`config.mk`:
```
export PLATFORM = sky130hd
export DESIGN_NAME = mod_step_counter_flat
export DESIGN_NICKNAME = d
export VERILOG_FILES = /design/src/rtl/mod_step_counter_if.sv /design/src/rtl/mod_step_counter.sv /design/src/flat_wrapper.sv
export SDC_FILE = /design/constraint.sdc
export NUM_CORES = 1
export LEC_CHECK = 0
export ABC_AREA = 1
export CAP_MARGIN = 10
export CORE_MARGIN = 4
export CORE_UTILIZATION = 48
export DETAILED_ROUTE_END_ITERATION = 6
export HOLD_SLACK_MARGIN = 0.05
export PLACE_DENSITY = 0.82
export SYNTH_ARGS = -nofsm -noshare
export SYNTH_HDL_FRONTEND = slang
export SYNTH_SLANG_ARGS = --single-unit
```
`constraint.sdc`:
```
create_clock -name clk_i -period 4.2 [get_ports clk_i]
set_input_delay 0.84 -clock clk_i [delete_from_list [all_inputs] [get_ports clk_i]]
set_output_delay 0.84 -clock clk_i [all_outputs]
set_load 0.02 [all_outputs]
```
`src/rtl/mod_step_counter_if.sv`:
```
// Bus bundle for mod_step_counter.
//   master : drives the controls (clear, load, load_val, en, dir, step, sat)
//            and observes the count and flags.
//   slave  : the counter; samples the controls and drives out, at_max, at_min,
//            bound and sticky.
// Clock and reset are not part of the bundle; they stay scalar module ports.
interface mod_step_counter_if #(
  parameter int unsigned WIDTH = 4
);
  logic             clear;
  logic             load;
  logic [WIDTH-1:0] load_val;
  logic             en;
  logic             dir;
  logic [WIDTH-1:0] step;
  logic             sat;
  logic [WIDTH-1:0] out;
  logic             at_max;
  logic             at_min;
  logic             bound;
  logic             sticky;

  modport master (
    output clear, load, load_val, en, dir, step, sat,
    input  out, at_max, at_min, bound, sticky
  );

  modport slave (
    input  clear, load, load_val, en, dir, step, sat,
    output out, at_max, at_min, bound, sticky
  );
endinterface

```
`src/rtl/mod_step_counter.sv`:
```
// Programmable-modulus up/down counter with variable step.
// Counts modulo MAX+1 (wrap) or clips at 0/MAX (saturate). A registered one-cycle
// pulse (bound) marks every update that crossed or clipped at a boundary, and a
// sticky flag latches any such event until clear or reset.
// Ports:
//   clk_i     system clock, all state changes on posedge
//   reset_ni  asynchronous active-low reset: count and flags cleared while low
//   bus_if    slave side of mod_step_counter_if:
//               clear/load/load_val/en/dir/step/sat in,
//               out (registered count), at_max/at_min (decoded from out),
//               bound (event pulse), sticky (latched event) out
module mod_step_counter #(
  parameter int unsigned WIDTH = 4,
  parameter int unsigned MAX   = 2**WIDTH - 1
) (
  input  logic                clk_i,
  input  logic                reset_ni,
  mod_step_counter_if.slave   bus_if
);

  localparam int unsigned      ExtW   = WIDTH + 1;
  localparam logic [WIDTH-1:0] MaxVal = WIDTH'(MAX);
  localparam logic [WIDTH:0]   MaxExt = ExtW'(MAX);
  localparam logic [WIDTH:0]   ModExt = ExtW'(MAX + 1);

  logic [WIDTH-1:0] out_q, out_d;
  logic             bound_q, bound_d;
  logic             sticky_q, sticky_d;

  logic [WIDTH-1:0] step_eff;
  logic [WIDTH-1:0] load_eff;
  logic [WIDTH:0]   cur_ext;
  logic [WIDTH:0]   step_ext;
  logic [WIDTH:0]   up_sum;
  logic [WIDTH-1:0] up_wrap;
  logic [WIDTH-1:0] dn_diff;
  logic [WIDTH-1:0] dn_wrap;
  logic             up_cross;
  logic             dn_cross;

  // Datapath: one extra bit of headroom so out+s never truncates before the
  // boundary compare.
  always_comb begin
    step_eff = (bus_if.step > MaxVal) ? MaxVal : bus_if.step;
    load_eff = (bus_if.load_val > MaxVal) ? MaxVal : bus_if.load_val;
    cur_ext  = {1'b0, out_q};
    step_ext = {1'b0, step_eff};
    up_sum   = cur_ext + step_ext;
    up_cross = (up_sum > MaxExt);
    // out + s - (MAX+1) < MAX+1 whenever up_cross holds, so it fits WIDTH bits.
    up_wrap  = WIDTH'(up_sum - ModExt);
    dn_cross = (step_ext > cur_ext);
    dn_diff  = WIDTH'(cur_ext - step_ext);
    // out + (MAX+1) - s lies in [0, MAX] whenever dn_cross holds.
    dn_wrap  = WIDTH'(cur_ext + ModExt - step_ext);
  end

  // Next state: clear > load > en > hold. bound defaults low so it only
  // survives one cycle unless the next update is also a boundary event.
  always_comb begin
    out_d    = out_q;
    bound_d  = 1'b0;
    sticky_d = sticky_q;
    if (bus_if.clear) begin
      out_d    = '0;
      sticky_d = 1'b0;
    end else if (bus_if.load) begin
      out_d = load_eff;
    end else if (bus_if.en && (step_eff != '0)) begin
      if (bus_if.dir) begin
        if (up_cross) begin
          out_d    = bus_if.sat ? MaxVal : up_wrap;
          bound_d  = 1'b1;
          sticky_d = 1'b1;
        end else begin
          out_d = WIDTH'(up_sum);
        end
      end else begin
        if (dn_cross) begin
          out_d    = bus_if.sat ? '0 : dn_wrap;
          bound_d  = 1'b1;
          sticky_d = 1'b1;
        end else begin
          out_d = dn_diff;
        end
      end
    end
  end

  always_ff @(posedge clk_i or negedge reset_ni) begin
    if (!reset_ni) begin
      out_q    <= '0;
      bound_q  <= 1'b0;
      sticky_q <= 1'b0;
    end else begin
      out_q    <= out_d;
      bound_q  <= bound_d;
      sticky_q <= sticky_d;
    end
  end

  assign bus_if.out    = out_q;
  assign bus_if.at_max = (out_q == MaxVal);
  assign bus_if.at_min = (out_q == '0);
  assign bus_if.bound  = bound_q;
  assign bus_if.sticky = sticky_q;

endmodule

```
`src/flat_wrapper.sv`:
```
// flat-port wrapper written by rule: the top's interface ports become plain ports
module mod_step_counter_flat 
#(
  parameter int unsigned WIDTH = 4,
  parameter int unsigned MAX   = 2**WIDTH - 1
)
  (clk_i, reset_ni, bus_if_clear, bus_if_load, bus_if_load_val, bus_if_en, bus_if_dir, bus_if_step, bus_if_sat, bus_if_out, bus_if_at_max, bus_if_at_min, bus_if_bound, bus_if_sticky);
  mod_step_counter_if #(.WIDTH(WIDTH)) bus_if_i ();
  input  logic clk_i;
  input  logic reset_ni;
  input wire logic [$bits(bus_if_i.clear)-1:0] bus_if_clear;
  input wire logic [$bits(bus_if_i.load)-1:0] bus_if_load;
  input wire logic [$bits(bus_if_i.load_val)-1:0] bus_if_load_val;
  input wire logic [$bits(bus_if_i.en)-1:0] bus_if_en;
  input wire logic [$bits(bus_if_i.dir)-1:0] bus_if_dir;
  input wire logic [$bits(bus_if_i.step)-1:0] bus_if_step;
  input wire logic [$bits(bus_if_i.sat)-1:0] bus_if_sat;
  output wire logic [$bits(bus_if_i.out)-1:0] bus_if_out;
  output wire logic [$bits(bus_if_i.at_max)-1:0] bus_if_at_max;
  output wire logic [$bits(bus_if_i.at_min)-1:0] bus_if_at_min;
  output wire logic [$bits(bus_if_i.bound)-1:0] bus_if_bound;
  output wire logic [$bits(bus_if_i.sticky)-1:0] bus_if_sticky;
  assign bus_if_i.clear = bus_if_clear;
  assign bus_if_i.load = bus_if_load;
  assign bus_if_i.load_val = bus_if_load_val;
  assign bus_if_i.en = bus_if_en;
  assign bus_if_i.dir = bus_if_dir;
  assign bus_if_i.step = bus_if_step;
  assign bus_if_i.sat = bus_if_sat;
  assign bus_if_out = bus_if_i.out;
  assign bus_if_at_max = bus_if_i.at_max;
  assign bus_if_at_min = bus_if_i.at_min;
  assign bus_if_bound = bus_if_i.bound;
  assign bus_if_sticky = bus_if_i.sticky;
  mod_step_counter #(.WIDTH(WIDTH), .MAX(MAX)) u_core (.clk_i(clk_i), .reset_ni(reset_ni), .bus_if(bus_if_i));
endmodule
```
Word-level counts from Yosys, hierarchy flattened:

Cells that the tools add are included.

* bits in registers: 6
* input port bits: 15
* output and inout port bits: 8
* word-level logic and storage cells: 44

* add/sub/neg operators: 5
* order comparisons: 4
* eq/ne operators: 3
* mux-type cells: 22
* reductions and logical operators: 7

Operators by type and width (number)
* $mux 4: 10
* $mux 1: 12
* $gt 4x4->1 const B: 2
* $sub 4x4->4: 2
* $reduce_bool 3->1: 2
* $add 4x4->5: 1
* $gt 5x4->1 const B: 1
* $add 4x1->4 const B: 1
* $eq 4x4->1 const B: 1
* $gt 4x4->1: 1
* $logic_not 4->1: 1
* $reduce_and 4->1: 1
* $reduce_bool 4->1: 1
* $sub 4x1->4 const B: 1
* $ne 3x2->1 const B: 1
* $ne 2x2->1 const B: 1
* $reduce_bool 2->1: 1
* $logic_and 1x1->1: 1

Longest topological paths before layout:

* word-level depth: 10
* depth in mapped cells: 10
* depth with buffers taken out: 10

Worst setup path before layout:

OpenSTA, ideal clock, no wires.

* path type: reg-to-output
* start: register u_core.out_q[1], in the netlist u_core.bus_if.out[1]
* end: output port bus_if_at_min
* arrival time: 1294 ps
* required time: 3360 ps
* path slack: 2066 ps
* cell stages (with the launch flop): 2
* path through: dfrtp_1 nor4_1

* cells in the longest elaborated chain, start to end: 1

RTL lines
* from (decl): RTL line mod_step_counter.sv:26 `logic [WIDTH-1:0] out_q, out_d;`
* from (signal assigned): RTL line mod_step_counter.sv:96 `out_q <= out_d;`
* $logic_not 4->1: RTL line mod_step_counter.sv:104 `assign bus_if.at_min = (out_q == '0);`
* to (decl): RTL line flat_wrapper.sv:20 `output wire logic [$bits(bus_if_i.at_min)-1:0] bus_if_at_min;`

No other way between the ends.

Worst setup path after layout:

Same ends and word-level chain as after synthesis.

==> results_dict.tcl <==
set metrics [dict create \
    synth_seq_area_share_pct 20.9 \
    dieArea_um2 2180 \
    cts_root_buffer "clkbuf_4" \
    timing.final.max_slew_violations 0 \
    yosys_warnings 0 \
    final_cells 132 \
    numClockSinks 6 \
    drtIter0Drc 21 \
    cp.required_ps 3360 \
    grt-ovfl-total 0 \
    power_w 0.000264 \
    syn_area_per_cell_um2 7.71 \
    cts_tree "yes" \
    avgRoutedWirePerCell_um 13.7 \
    vias 731 \
    cts_buffer_depth 2 \
    hold_buffers 0 \
    syn_area_um2 717 \
    fmax_mhz 391 \
    arrival_ps 1720 \
    dp_slack_ps 1500 \
    grt_util_all_layers_pct 18.3 \
    tns_ps 0 \
    coreArea_um2 1350 \
    die_y_um 46.6 \
    min_path_cells 2 \
    start_util_pct 53.1 \
    portBuffers 22 \
    powerDensity_nw_per_um2 273 \
    placementRows 13 \
    synth_seq_cells 6 \
    skew_ps 0.157 \
    min_path_type "flip-flop to flip-flop" \
    drt_wl_total_mm 1.81 \
    yosysMostFrequentCell "nand2_1" \
    grt_pass1_vias 682 \
    syn_to_final_growth_pct 34.9 \
    maxCapViolCount 0 \
    ant_nets 0 \
    clk_pin_slew_worst_paths_ps 40 \
    synthTopCellsByCount "nand2_1 (21), nor2_1 (10), ha_1 (8), nand3_1 (8), inv_1 (7)" \
    netlist_instances 93 \
    cts_setup_buffers 0 \
    htree_levels 1 \
    worstSetupPathType "flip-flop to output pin" \
    setup_ws_ps 1640 \
    synth_edf_count 0 \
    synthTopCellsByArea "dfrtp_1 (21%), ha_1 (14%), nand2_1 (11%)" \
    period_needed_ps 2560 \
    synth_top_area_cell "dfrtp_1" \
    dpl.hpwl_mm 1.53 \
    finalHoldViolations 0 \
    drtPass1Iterations 4 \
    synth_cell_types 22 \
    die_w_um 46.6 \
    ir_drop_mv 0.129 \
    grt_pass1_wl_mm 2.77 \
    power.leakage_nw 0.471 \
    setup_viol 0 \
    cts_buffers 3 \
    drc 0 \
    grt_max_degree 9 \
    slew_headroom_pct 73.9 \
    rsz0062_at_grt "no" \
    dp.cells 129 \
    rr_worst_depth 10 \
    clk_latency_ps 230 \
    critPathLaunchType "flip-flop" \
    status "finished, final reports clean" \
    syn_nets 118 \
    antenna_found_initial 0 \
    ioPinCount 23 \
    cp-end-kind "output pin" \
    synthFlopType "dfrtp_1" \
    drive_above_1_share_pct 17.1 \
    nNetsFinal 144 \
    crit_fanout 8 \
    place.gp.congestion 0.891 \
    async_reset_ff_share_pct 100 \
    timing.final.crit_share_pct 60.9 \
    cts.repair.resized 0 \
    vias_per_cell 5.54 \
    synth_top_area_share_pct 20.9 \
    worstMarginPinSlew_ps 391 \
    n_antenna_cell 0 \
    whs_ps 515 \
]
worst max-delay path, cell delays in order (launching register included):
cell and delay, ps:
dfrtp_1 510, nor4_1 320, clkdlybuf4s50_1 650
state kept, by name, indices dropped and copies added, names as in the netlist:
signal	count
u_core.bus_if.out	4
u_core.bus_if.bound	1
u_core.bus_if.sticky	1
cell type report:
class,instances,area [um^2]
Inverter,12,58.8
Clock buffer,3,22.5
Timing Repair Buffer,22,220
Fill cell,103,383
Multi-Input combinational cell,74,497
Sequential cell,6,150
Tap cell,15,18.8
cell families after synthesis:
| group | after synthesis | share of synthesized area (%) |
|---|---|---|
| AND/OR/NAND/NOR | 49 | 34.0 |
| AO/OA/AOI/OAI | 13 | 13.3 |
| buffers and inverters | 13 | 9.77 |
| adder cells (fa/ha/maj) | 10 | 19.5 |
| flip-flops | 6 | 20.9 |
| XOR/XNOR | 2 | 2.44 |
per-stage QoR:
step / util (%) / area [um^2]
after global placement: 70.0 / 945
after CTS: 71.6 / 967
final: 71.6 / 967
after global routing: 71.6 / 967
after detailed placement: 70.0 / 945
after floorplan: - / 717
worst paths after layout:
check	start	endpoint	slack [ps]
max	u_core.bus_if.out[1]$_DFFE_PN0P_	bus_if_at_min	1640
max in group asynchronous	reset_ni	u_core.bus_if.out[0]$_DFFE_PN0P_	3160
max reg2reg	u_core.bus_if.out[0]$_DFFE_PN0P_	u_core.bus_if.out[3]$_DFFE_PN0P_	2350
min	u_core.bus_if.sticky$_DFFE_PN0P_	u_core.bus_if.sticky$_DFFE_PN0P_	520
min reg2reg	u_core.bus_if.sticky$_DFFE_PN0P_	u_core.bus_if.sticky$_DFFE_PN0P_	520
min in group asynchronous	reset_ni	u_core.bus_if.out[1]$_DFFE_PN0P_	840
layer usage:
metal	up-vias	track usage, %	part of all wire [%]	routed length [um]
li1	359	-	-	-
met1	329	20.3	39	714
met2	33	33.0	51	929
met3	10	3.52	7.2	130
met4	0	8.84	2.0	37
met5	-	0	0	0
layout by cell type, fill, tap and decap left out, drive strengths merged:
master         instances
xor2                   2
a31oi                  2
a22oi                  2
nor3                   1
clkdlybuf4s50         22
a21oi                  6
nand2                 23
nor2                  11
dfrtp                  6
fa                     2
nand3                 11
inv                   11
nand4                  1
nor4                   1
clkbuf                 3
o21ai                  3
bufinv                 1
ha                     8
nand3b                 1
where the power goes:
group	switching (W)	internal, W	leakage, nW
combinational	0.0000750	0.0000629	0.380
clock	0.0000178	0.0000321	0.0138
sequential	0.0000122	0.0000643	0.0777
total	0.000105	0.000159	0.471
No activity file was read; power rests on OpenSTA's default activity.
